File: src/rtl/alu_pkg.sv
// Shared ALU definitions: datapath width, opcode encodings and opcode helpers.
// Used by the ALU itself, the execute pipe and decode.
package alu_pkg;

  localparam int DATA_WIDTH = 32;

  typedef enum logic [2:0] {
    ALU_AND = 3'b000,
    ALU_OR  = 3'b001,
    ALU_ADD = 3'b010,
    ALU_SUB = 3'b110,
    ALU_SLT = 3'b111
  } alu_op_e;

  // Only true arithmetic results are allowed to raise the sticky overflow status.
  function automatic logic is_add_sub(input logic [2:0] op);
    return (op == ALU_ADD) || (op == ALU_SUB);
  endfunction

endpackage

File: src/rtl/alu.sv
// Combinational ALU: AND/OR/ADD/SUB/SLT with Zero, signed Overflow and CarryOut.
// SUB and SLT report CarryOut as the unsigned borrow (A < B).
module alu
  import alu_pkg::*;
#(
  parameter int W = DATA_WIDTH
) (
  input  logic [W-1:0] i_a,
  input  logic [W-1:0] i_b,
  input  logic [2:0]   i_alu_op,
  output logic [W-1:0] o_result,
  output logic         o_zero,
  output logic         o_overflow,
  output logic         o_carry_out
);

  logic [W:0] w_sum;
  logic [W:0] w_diff;
  logic       w_add_ovf;
  logic       w_sub_ovf;

  assign w_sum     = {1'b0, i_a} + {1'b0, i_b};
  assign w_diff    = {1'b0, i_a} - {1'b0, i_b};
  assign w_add_ovf = (i_a[W-1] == i_b[W-1]) && (w_sum[W-1] != i_a[W-1]);
  assign w_sub_ovf = (i_a[W-1] != i_b[W-1]) && (w_diff[W-1] != i_a[W-1]);

  always_comb begin
    o_result    = '0;
    o_overflow  = 1'b0;
    o_carry_out = 1'b0;
    case (i_alu_op)
      ALU_AND: o_result = i_a & i_b;
      ALU_OR:  o_result = i_a | i_b;
      ALU_ADD: begin
        o_result    = w_sum[W-1:0];
        o_overflow  = w_add_ovf;
        o_carry_out = w_sum[W];
      end
      ALU_SUB: begin
        o_result    = w_diff[W-1:0];
        o_overflow  = w_sub_ovf;
        o_carry_out = w_diff[W];
      end
      // Signed compare: sign of the true difference is diff MSB corrected by overflow.
      ALU_SLT: begin
        o_result    = {{(W-1){1'b0}}, w_diff[W-1] ^ w_sub_ovf};
        o_overflow  = w_sub_ovf;
        o_carry_out = w_diff[W];
      end
      default: ;
    endcase
  end

  assign o_zero = (o_result == '0);

endmodule

File: src/rtl/alu_pipe.sv
// Two-stage elastic execute pipe around the ALU: operand register (S1) feeding result
// register (S2), with sticky signed-overflow status and a completed-operation counter.
module alu_pipe #(
  parameter int DATA_WIDTH = 32,
  parameter int TAG_W      = 4
) (
  input  logic                  clk,
  input  logic                  rst,
  input  logic                  in_valid,
  output logic                  in_ready,
  input  logic [DATA_WIDTH-1:0] in_A,
  input  logic [DATA_WIDTH-1:0] in_B,
  input  logic [2:0]            in_ALUop,
  input  logic [TAG_W-1:0]      in_tag,
  output logic                  out_valid,
  input  logic                  out_ready,
  output logic [DATA_WIDTH-1:0] out_Result,
  output logic                  out_Zero,
  output logic                  out_Overflow,
  output logic                  out_CarryOut,
  output logic [TAG_W-1:0]      out_tag,
  input  logic                  sticky_clr,
  output logic                  sticky_ovf,
  output logic [31:0]           op_count
);
  import alu_pkg::*;

  logic                  r_s1_valid;
  logic [DATA_WIDTH-1:0] r_s1_a;
  logic [DATA_WIDTH-1:0] r_s1_b;
  logic [2:0]            r_s1_op;
  logic [TAG_W-1:0]      r_s1_tag;

  logic                  r_out_valid;
  logic [DATA_WIDTH-1:0] r_out_result;
  logic                  r_out_zero;
  logic                  r_out_ovf;
  logic                  r_out_carry;
  logic [TAG_W-1:0]      r_out_tag;
  logic                  r_sticky;
  logic [31:0]           r_op_count;

  logic [DATA_WIDTH-1:0] w_alu_result;
  logic                  w_alu_zero;
  logic                  w_alu_ovf;
  logic                  w_alu_carry;
  logic                  w_s2_free;
  logic                  w_s1_load;
  logic                  w_s2_load;
  logic                  w_out_fire;

  // No skid buffer: in_ready looks straight through to out_ready.
  assign w_s2_free  = !r_out_valid || out_ready;
  assign in_ready   = !r_s1_valid || w_s2_free;
  assign w_s1_load  = in_valid && in_ready;
  assign w_s2_load  = r_s1_valid && w_s2_free;
  assign w_out_fire = r_out_valid && out_ready;

  alu #(.W(DATA_WIDTH)) u_alu (
    .i_a         (r_s1_a),
    .i_b         (r_s1_b),
    .i_alu_op    (r_s1_op),
    .o_result    (w_alu_result),
    .o_zero      (w_alu_zero),
    .o_overflow  (w_alu_ovf),
    .o_carry_out (w_alu_carry)
  );

  always_ff @(posedge clk or posedge rst) begin
    if (rst) begin
      r_s1_valid <= 1'b0;
      r_s1_a     <= '0;
      r_s1_b     <= '0;
      r_s1_op    <= '0;
      r_s1_tag   <= '0;
    end else if (w_s1_load) begin
      r_s1_valid <= 1'b1;
      r_s1_a     <= in_A;
      r_s1_b     <= in_B;
      r_s1_op    <= in_ALUop;
      r_s1_tag   <= in_tag;
    end else if (w_s2_load) begin
      r_s1_valid <= 1'b0;
    end
  end

  always_ff @(posedge clk or posedge rst) begin
    if (rst) begin
      r_out_valid  <= 1'b0;
      r_out_result <= '0;
      r_out_zero   <= 1'b0;
      r_out_ovf    <= 1'b0;
      r_out_carry  <= 1'b0;
      r_out_tag    <= '0;
    end else if (w_s2_load) begin
      r_out_valid  <= 1'b1;
      r_out_result <= w_alu_result;
      r_out_zero   <= w_alu_zero;
      r_out_ovf    <= w_alu_ovf;
      r_out_carry  <= w_alu_carry;
      r_out_tag    <= r_s1_tag;
    end else if (out_ready) begin
      r_out_valid  <= 1'b0;
    end
  end

  // A set on the same edge as a clear takes priority so no overflow event is lost.
  always_ff @(posedge clk or posedge rst) begin
    if (rst) begin
      r_sticky   <= 1'b0;
      r_op_count <= '0;
    end else begin
      if (w_s2_load && w_alu_ovf && is_add_sub(r_s1_op)) begin
        r_sticky <= 1'b1;
      end else if (sticky_clr) begin
        r_sticky <= 1'b0;
      end
      if (w_out_fire) begin
        r_op_count <= r_op_count + 32'd1;
      end
    end
  end

  assign out_valid    = r_out_valid;
  assign out_Result   = r_out_result;
  assign out_Zero     = r_out_zero;
  assign out_Overflow = r_out_ovf;
  assign out_CarryOut = r_out_carry;
  assign out_tag      = r_out_tag;
  assign sticky_ovf   = r_sticky;
  assign op_count     = r_op_count;

endmodule

File: config.mk
export PLATFORM = sky130hd
export DESIGN_NAME = alu_pipe
export DESIGN_NICKNAME = d
export VERILOG_FILES = /design/src/rtl/alu_pkg.sv /design/src/rtl/alu.sv /design/src/rtl/alu_pipe.sv
export SDC_FILE = /design/constraint.sdc
export NUM_CORES = 1
export LEC_CHECK = 0
export ABC_AREA = 1
export CAP_MARGIN = 25
export CORE_AREA = 2 2 178 145
export DETAILED_ROUTE_END_ITERATION = 6
export DIE_AREA = 0 0 180 147
export DONT_BUFFER_PORTS = 1
export HOLD_SLACK_MARGIN = 0.03
export PLACE_DENSITY = 0.6
export SLEW_MARGIN = 20
export SYNTH_ARGS = -nofsm -noshare
export SYNTH_HDL_FRONTEND = slang
export SYNTH_SLANG_ARGS = --single-unit
export TNS_END_PERCENT = 50
File: constraint.sdc
create_clock -name clk -period 10.2 [get_ports clk]
set_input_delay 2.04 -clock clk [delete_from_list [all_inputs] [get_ports clk]]
set_output_delay 2.04 -clock clk [all_outputs]
set_load 0.02 [all_outputs]
==> flow_summary.json, run 1 <==
{
  "slew_violations": 0,
  "fp.dieH_um": 147,
  "root_buffer": "clkbuf_16",
  "final_util_pct": 52.2,
  "synth-edff-count": 0,
  "comb_power_share_pct": 43.7,
  "overflow": 0,
  "min_path_type": "register to register",
  "route.detailed.drc": 0,
  "final_cell_mix": "nand2_1, inv_1, nor2_1",
  "p_leak_nw": 7.21,
  "clk_transition_reported_paths_ps": 60,
  "synthAdderAreaFrac_pct": 11.2,
  "ys.flop_type": "dfrtp_1",
  "power.total_w": 0.00271,
  "cp_num_buf_inv": 1,
  "grt_pass1_wl_um": 59900,
  "totalNegativeSetupSlack_ps": 0,
  "firstDrtPassIters": 7,
  "finalNetCount": 2048,
  "die_w_um": 180,
  "cts_sinks": 145,
  "coreArea_sq_um": 24800,
  "yosysSeqAreaShare_pct": 29.8,
  "grt_max_degree": 84,
  "syn-num-nets": 2079,
  "synthSimpleGateAreaFrac_pct": 35.5,
  "max_freq_mhz": 227,
  "internal_power_w": 0.00139,
  "critPathTopFamily": "simple AND/OR/NAND/NOR gates",
  "boundaryPins": 150,
  "ys_types": 42,
  "drtAntennaViolNets": 0,
  "vias_per_cell": 5.22,
  "hold_viol": 0,
  "synth-seq-cells": 145,
  "worst_slew_pin_slew_ps": 826,
  "dieArea_sq_um": 26500,
  "async_flop_share_pct": 100,
  "p_clk_share_pct": 24.0,
  "synthXorXnorAreaFrac_pct": 2.23,
  "grt_usage_pct": 29.4,
  "place_hpwl_um": 31100,
  "antenna_found_initial": 1,
  "muxShareOfSynthArea_pct": 0.370,
  "ctsResizeCount": 0,
  "fin_crit_sh_pct": 43.2,
  "avgSynthCellArea_sq_um": 6.41,
  "start_util_pct": 49.1,
  "rsz0062_at_grt": "no",
  "status": "finished, final reports clean",
  "max_stage_delay_ps": 280,
  "p_sw_share_pct": 48.7,
  "final-setup-viol-count": 0,
  "fin_skew_ps": 15.9,
  "synthCells": 1896,
  "setup.worst_path.end_class": "primary output",
  "final_common_cell": "nand2_1",
  "drive_gt1_share_pct": 4.31,
  "placementRows": 52,
  "dr.first_iter.drc_count": 880,
  "p_seq_share_pct": 32.2,
  "clockBufferDepth": 2,
  "critical_path.max_fanout": 3,
  "pwr_density_cell_nw_per_um2": 209,
  "worstPathCellList": "inv_1 -> nand3_1",
  "p_sw_w": 0.00132,
  "cts_setup_buffers": 0,
  "synthesis.area_sq_um": 12200,
  "worstSetupPathType": "input port to primary output",
  "min_period_ps": 4410,
  "drv_cap": 0,
  "insertedDiodeCount": 0,
  "routabilityCongestion": 0.918,
  "io_buffer_count": 0,
  "critPathSlowestCell": "nand3_1",
  "ys.warnings.count": 0,
  "required_ps": 8160,
  "syn_to_final_growth_pct": 6.49,
  "vias": 11502,
  "ir_drop_v": 0.000141,
  "clk_latency_ps": 450,
  "max-slew-margin-rel_pct": 44.9,
  "cts_tree": "done",
  "synth_top_family_by_area": "simple AND/OR/NAND/NOR gates",
  "synth_compound_area_share_pct": 8.37,
  "startpoint_type": "input port",
  "grt_pass1_vias": 10833,
  "holdBufCountCts": 0,
  "arrival_ps": 2370,
  "cts.htree.levels": 4,
  "cts_buffers": 17,
  "routed_wl_um": 38500,
  "wl_per_cell_um": 17.5
}
-- power by group through the flow --
stage | sequential [W] | combinational (W) | clock [W]
2_1_floorplan | 0.000847 | 0.000855 | 0
3_3_place_gp | 0.000879 | 0.00114 | 0
3_5_place_dp | 0.000883 | 0.00116 | 0
4_1_cts | 0.000873 | 0.00116 | 0.000666
5_1_grt | 0.000890 | 0.00133 | 0.000688
6_report | 0.000873 | 0.00118 | 0.000650
-- path summary, 6_finish.rpt --
kind,start,to,slack [ps],cells past startpoint
worst min-delay path,r_s1_tag[3]$_DFFE_PP0P_,out_tag[3]$_DFFE_PP0P_,460,2
max in group asynchronous,rst,r_s1_a[25]$_DFFE_PP0P_,7310,2
worst max register to register,r_s1_a[19]$_DFFE_PP0P_,out_Zero$_DFFE_PP0P_,6560,26
worst min register to register,r_s1_tag[3]$_DFFE_PP0P_,out_tag[3]$_DFFE_PP0P_,460,2
worst max-delay path,out_ready,in_ready,5790,2
min in group asynchronous,rst,out_Result[3]$_DFFE_PP0P_,1580,1
-- per-layer routing --
| metal | vias up | routed length, um | GRT usage, % |
|---|---|---|---|
| li1 | 5815 | - | - |
| met1 | 5248 | 18500 | 42.3 |
| met2 | 410 | 15900 | 43.9 |
| met3 | 29 | 3540 | 8.40 |
| met4 | 0 | 516 | 6.46 |
| met5 | - | 0 | 0 |
-- metrics by stage --
step	worst slack, ps	hold WS [ps]	instances	area [sq um]
4_1_cts	5790	465	2202	12900
2_1_floorplan	4270	436	1896	12200
6_report	5790	461	2202	12900
3_5_place_dp	5790	451	2170	12300
3_3_place_gp	5810	443	2170	12300
5_1_grt	5770	479	2202	12900
-- cell families (layout without fill, tap and decap cells) --
kind of cell               count (synthesis)  after routing
muxes                                      4              4
buffers and inverters                    387            369
xor gates and xnor gates                  31             31
adders and majority gates                107            107
AOI/OAI and AO/OA                        189            189
and+or+nand+nor                         1033           1033
DFF                                      145            145
-- area by class of cell --
class | count | area, sq um
well taps | 324 | 405
repair buffers | 7 | 52.6
clock inverters | 14 | 161
multi-input cells | 1364 | 7020
clock buffers | 18 | 439
flip-flops and latches | 145 | 3630
fillers | 2559 | 11800
inverters | 330 | 1240
-- registers in the layout (all words and copies together) (netlist names), 3 cells and up --
name,count
r_s1_tag,4
out_tag,4
r_s1_b,32
out_Result,32
r_s1_op,3
r_s1_a,32
op_count,32
-- cells in the mapped netlist (2+ instances only) --
master,count,share of area [%]
o21ai_1,2,0.082
xnor2_1,8,0.58
nand2_2,6,0.31
a21oi_2,2,0.14
inv_1,324,10
clkbuf_1,16,0.49
buf_1,6,0.19
a21oi_1,120,4.9
nand3b_1,8,0.49
buf_6,3,0.28
xor2_1,23,1.7
nor3_2,4,0.33
fa_1,3,0.49
nor4_1,3,0.15
nor3_1,18,0.74
nand4_1,29,1.5
o22ai_1,22,1.1
ha_1,104,11
nand3_2,4,0.33
nand3_1,153,6.3
buf_2,29,1.2
nor2_1,231,7.1
inv_2,6,0.19
mux2_2,4,0.37
dfrtp_1,145,30
o21ai_0,29,1.2
nand2_1,563,17
o21bai_1,5,0.31
o211ai_1,2,0.12
a221oi_1,2,0.14
nor2_2,10,0.51
buf_4,2,0.12
No activity file was read; power rests on OpenSTA's default activity.
==> run 2, diff against run 1 <==
==> constraint.sdc (replaced) <==
create_clock -name clk -period 4.4 [get_ports clk]
set_input_delay 0.88 -clock clk [delete_from_list [all_inputs] [get_ports clk]]
set_output_delay 0.88 -clock clk [all_outputs]
set_load 0.02 [all_outputs]
==> run 2 against run 1 <==
Effect of this change: non-clock buffer count grew 2; die area unchanged; sequential power increased by 130%; final area increased by 0.28%; register-to-register slack worse by 5600 ps; largest power group unchanged.
==> flow_summary.json, run 2 (synthesis results as in run 1) <==
{
  "grt_pass1_wl_um": 59900,
  "coreArea_sq_um": 24800,
  "place_ws_ps": 1030,
  "finalNetCount": 2050,
  "syn_to_final_growth_pct": 6.79,
  "drive_gt1_share_pct": 4.36,
  "ff2ff_path_depth": 19,
  "root_buffer": "clkbuf_16",
  "critical_path.max_fanout": 9,
  "dpl_cell_area_sq_um": 12400,
  "worstSetupPathType": "register to register",
  "fin_skew_ps": 14.5,
  "ctsResizeCount": 0,
  "boundaryPins": 150,
  "routed_wl_um": 38400,
  "fin_hold_ws_ps": 466,
  "min_path_type": "register to register",
  "stdcell_area_sq_um": 13000,
  "place_hpwl_um": 30700,
  "slew_violations": 0,
  "required_ps": 4780,
  "final_common_cell": "nand2_1",
  "startpoint_type": "register",
  "clk_transition_reported_paths_ps": 70,
  "vias": 11687,
  "pwr_density_cell_nw_per_um2": 487,
  "final-setup-viol-count": 0,
  "hold_viol": 0,
  "grt_usage_pct": 29.2,
  "start_util_pct": 49.1,
  "holdBufCountCts": 0,
  "power.total_w": 0.00633,
  "cts_buffers": 17,
  "insertedDiodeCount": 0,
  "cts_sinks": 145,
  "grt_max_degree": 146,
  "overflow": 0,
  "min_period_ps": 3450,
  "cts_setup_buffers": 0,
  "setup.worst_path.end_class": "register",
  "final.fill_count": 2528,
  "die_w_um": 180,
  "antenna_found_initial": 0,
  "vias_per_cell": 5.30,
  "fp.dieH_um": 147,
  "totalNegativeSetupSlack_ps": 0,
  "fin_crit_sh_pct": 78.4,
  "cts.htree.levels": 4,
  "timing.final.ws_setup_ps": 949,
  "min_path_cells": 2,
  "p_leak_nw": 7.21,
  "clk_latency_ps": 450,
  "arrival_ps": 3830,
  "placementRows": 52,
  "drv_cap": 0,
  "worst_slew_pin_slew_ps": 1010,
  "route.detailed.drc": 0,
  "max-slew-margin-rel_pct": 32.7,
  "rsz0062_at_grt": "no",
  "dr.first_iter.drc_count": 1125,
  "grt_pass1_vias": 10641,
  "max_freq_mhz": 290,
  "drtAntennaViolNets": 0,
  "io_buffer_count": 0,
  "routabilityCongestion": 0.993,
  "final_cell_mix": "nand2_1, inv_1, nor2_1",
  "cts_tree": "done",
  "ir_drop_v": 0.000268,
  "status": "finished, final reports clean",
  "wl_per_cell_um": 17.4,
  "dieArea_sq_um": 26500,
  "clockBufferDepth": 2,
  "firstDrtPassIters": 5
}
run 2: cell types whose count changed in the layout (fill, tap and decap cells not counted), sizes merged:
| cell | change |
|---|---|
| bufinv | +1 |
| inv | -2 |
| clkinvlp | +4 |
| buf | +2 |
| clkinv | -3 |
run 2: report_power, final:
group / internal, W / switching, W
clock: 0.000856 / 0.000669
combinational: 0.000816 / 0.00196
sequential: 0.00159 / 0.000437
run 2: metrics by stage:
step	utilization (%)	cells
after floorplan	-	1896
after global placement	50.0	2172
after detailed placement	50.0	2172
after CTS	52.4	2204
after global routing	52.4	2204
final	52.4	2204
run 2: worst max-delay path, stage by stage, from the launching register on:
cell,delay [ps]
dfrtp_1,380
inv_1,80
ha_1,470
inv_2,100
a21oi_2,190
nand2_1,120
nand2_1,110
nand3_1,160
nand2_1,120
nand2_1,110
nand3_1,90
nand2_1,80
fa_1,490
a221oi_1,330
nand3_1,160
nor2_1,120
nand2_1,50
nor2_1,80
nand3_1,80
nand2_1,70
run 2: cell type report:
type | instances | area (sq um) | share of cell area (%)
multi-input cells | 1364 | 7020 | 54.0
flip-flops and latches | 145 | 3630 | 27.9
inverters | 330 | 1240 | 9.57
clock buffers | 18 | 429 | 3.31
well taps | 324 | 405 | 3.12
clock inverters | 14 | 169 | 1.30
repair buffers | 9 | 92.6 | 0.713
run 2: layer usage:
layer / vias to the layer above / wire length [um] / GRT usage, % / share of wire, %
li1: 5815 / - / - / -
met1: 5382 / 18500 / 43.3 / 48
met2: 447 / 15300 / 41.1 / 40
met3: 43 / 3760 / 8.73 / 9.8
met4: 0 / 772 / 7.93 / 2.0
met5: - / 0 / 0 / 0
run 2: path summary, 6_finish.rpt:
path                                          from                         to  slack, ps
max                          r_s1_a[2]$_DFFE_PP0P_       out_Zero$_DFFE_PP0P_        950
min                        r_s1_tag[3]$_DFFE_PP0P_     out_tag[3]$_DFFE_PP0P_        470
max reg2reg                  r_s1_a[2]$_DFFE_PP0P_       out_Zero$_DFFE_PP0P_        950
min reg2reg                r_s1_tag[3]$_DFFE_PP0P_     out_tag[3]$_DFFE_PP0P_        470
max in group asynchronous                      rst     r_s1_b[11]$_DFFE_PP0P_       3220
min in group asynchronous                      rst  out_Result[7]$_DFFE_PP0P_        490
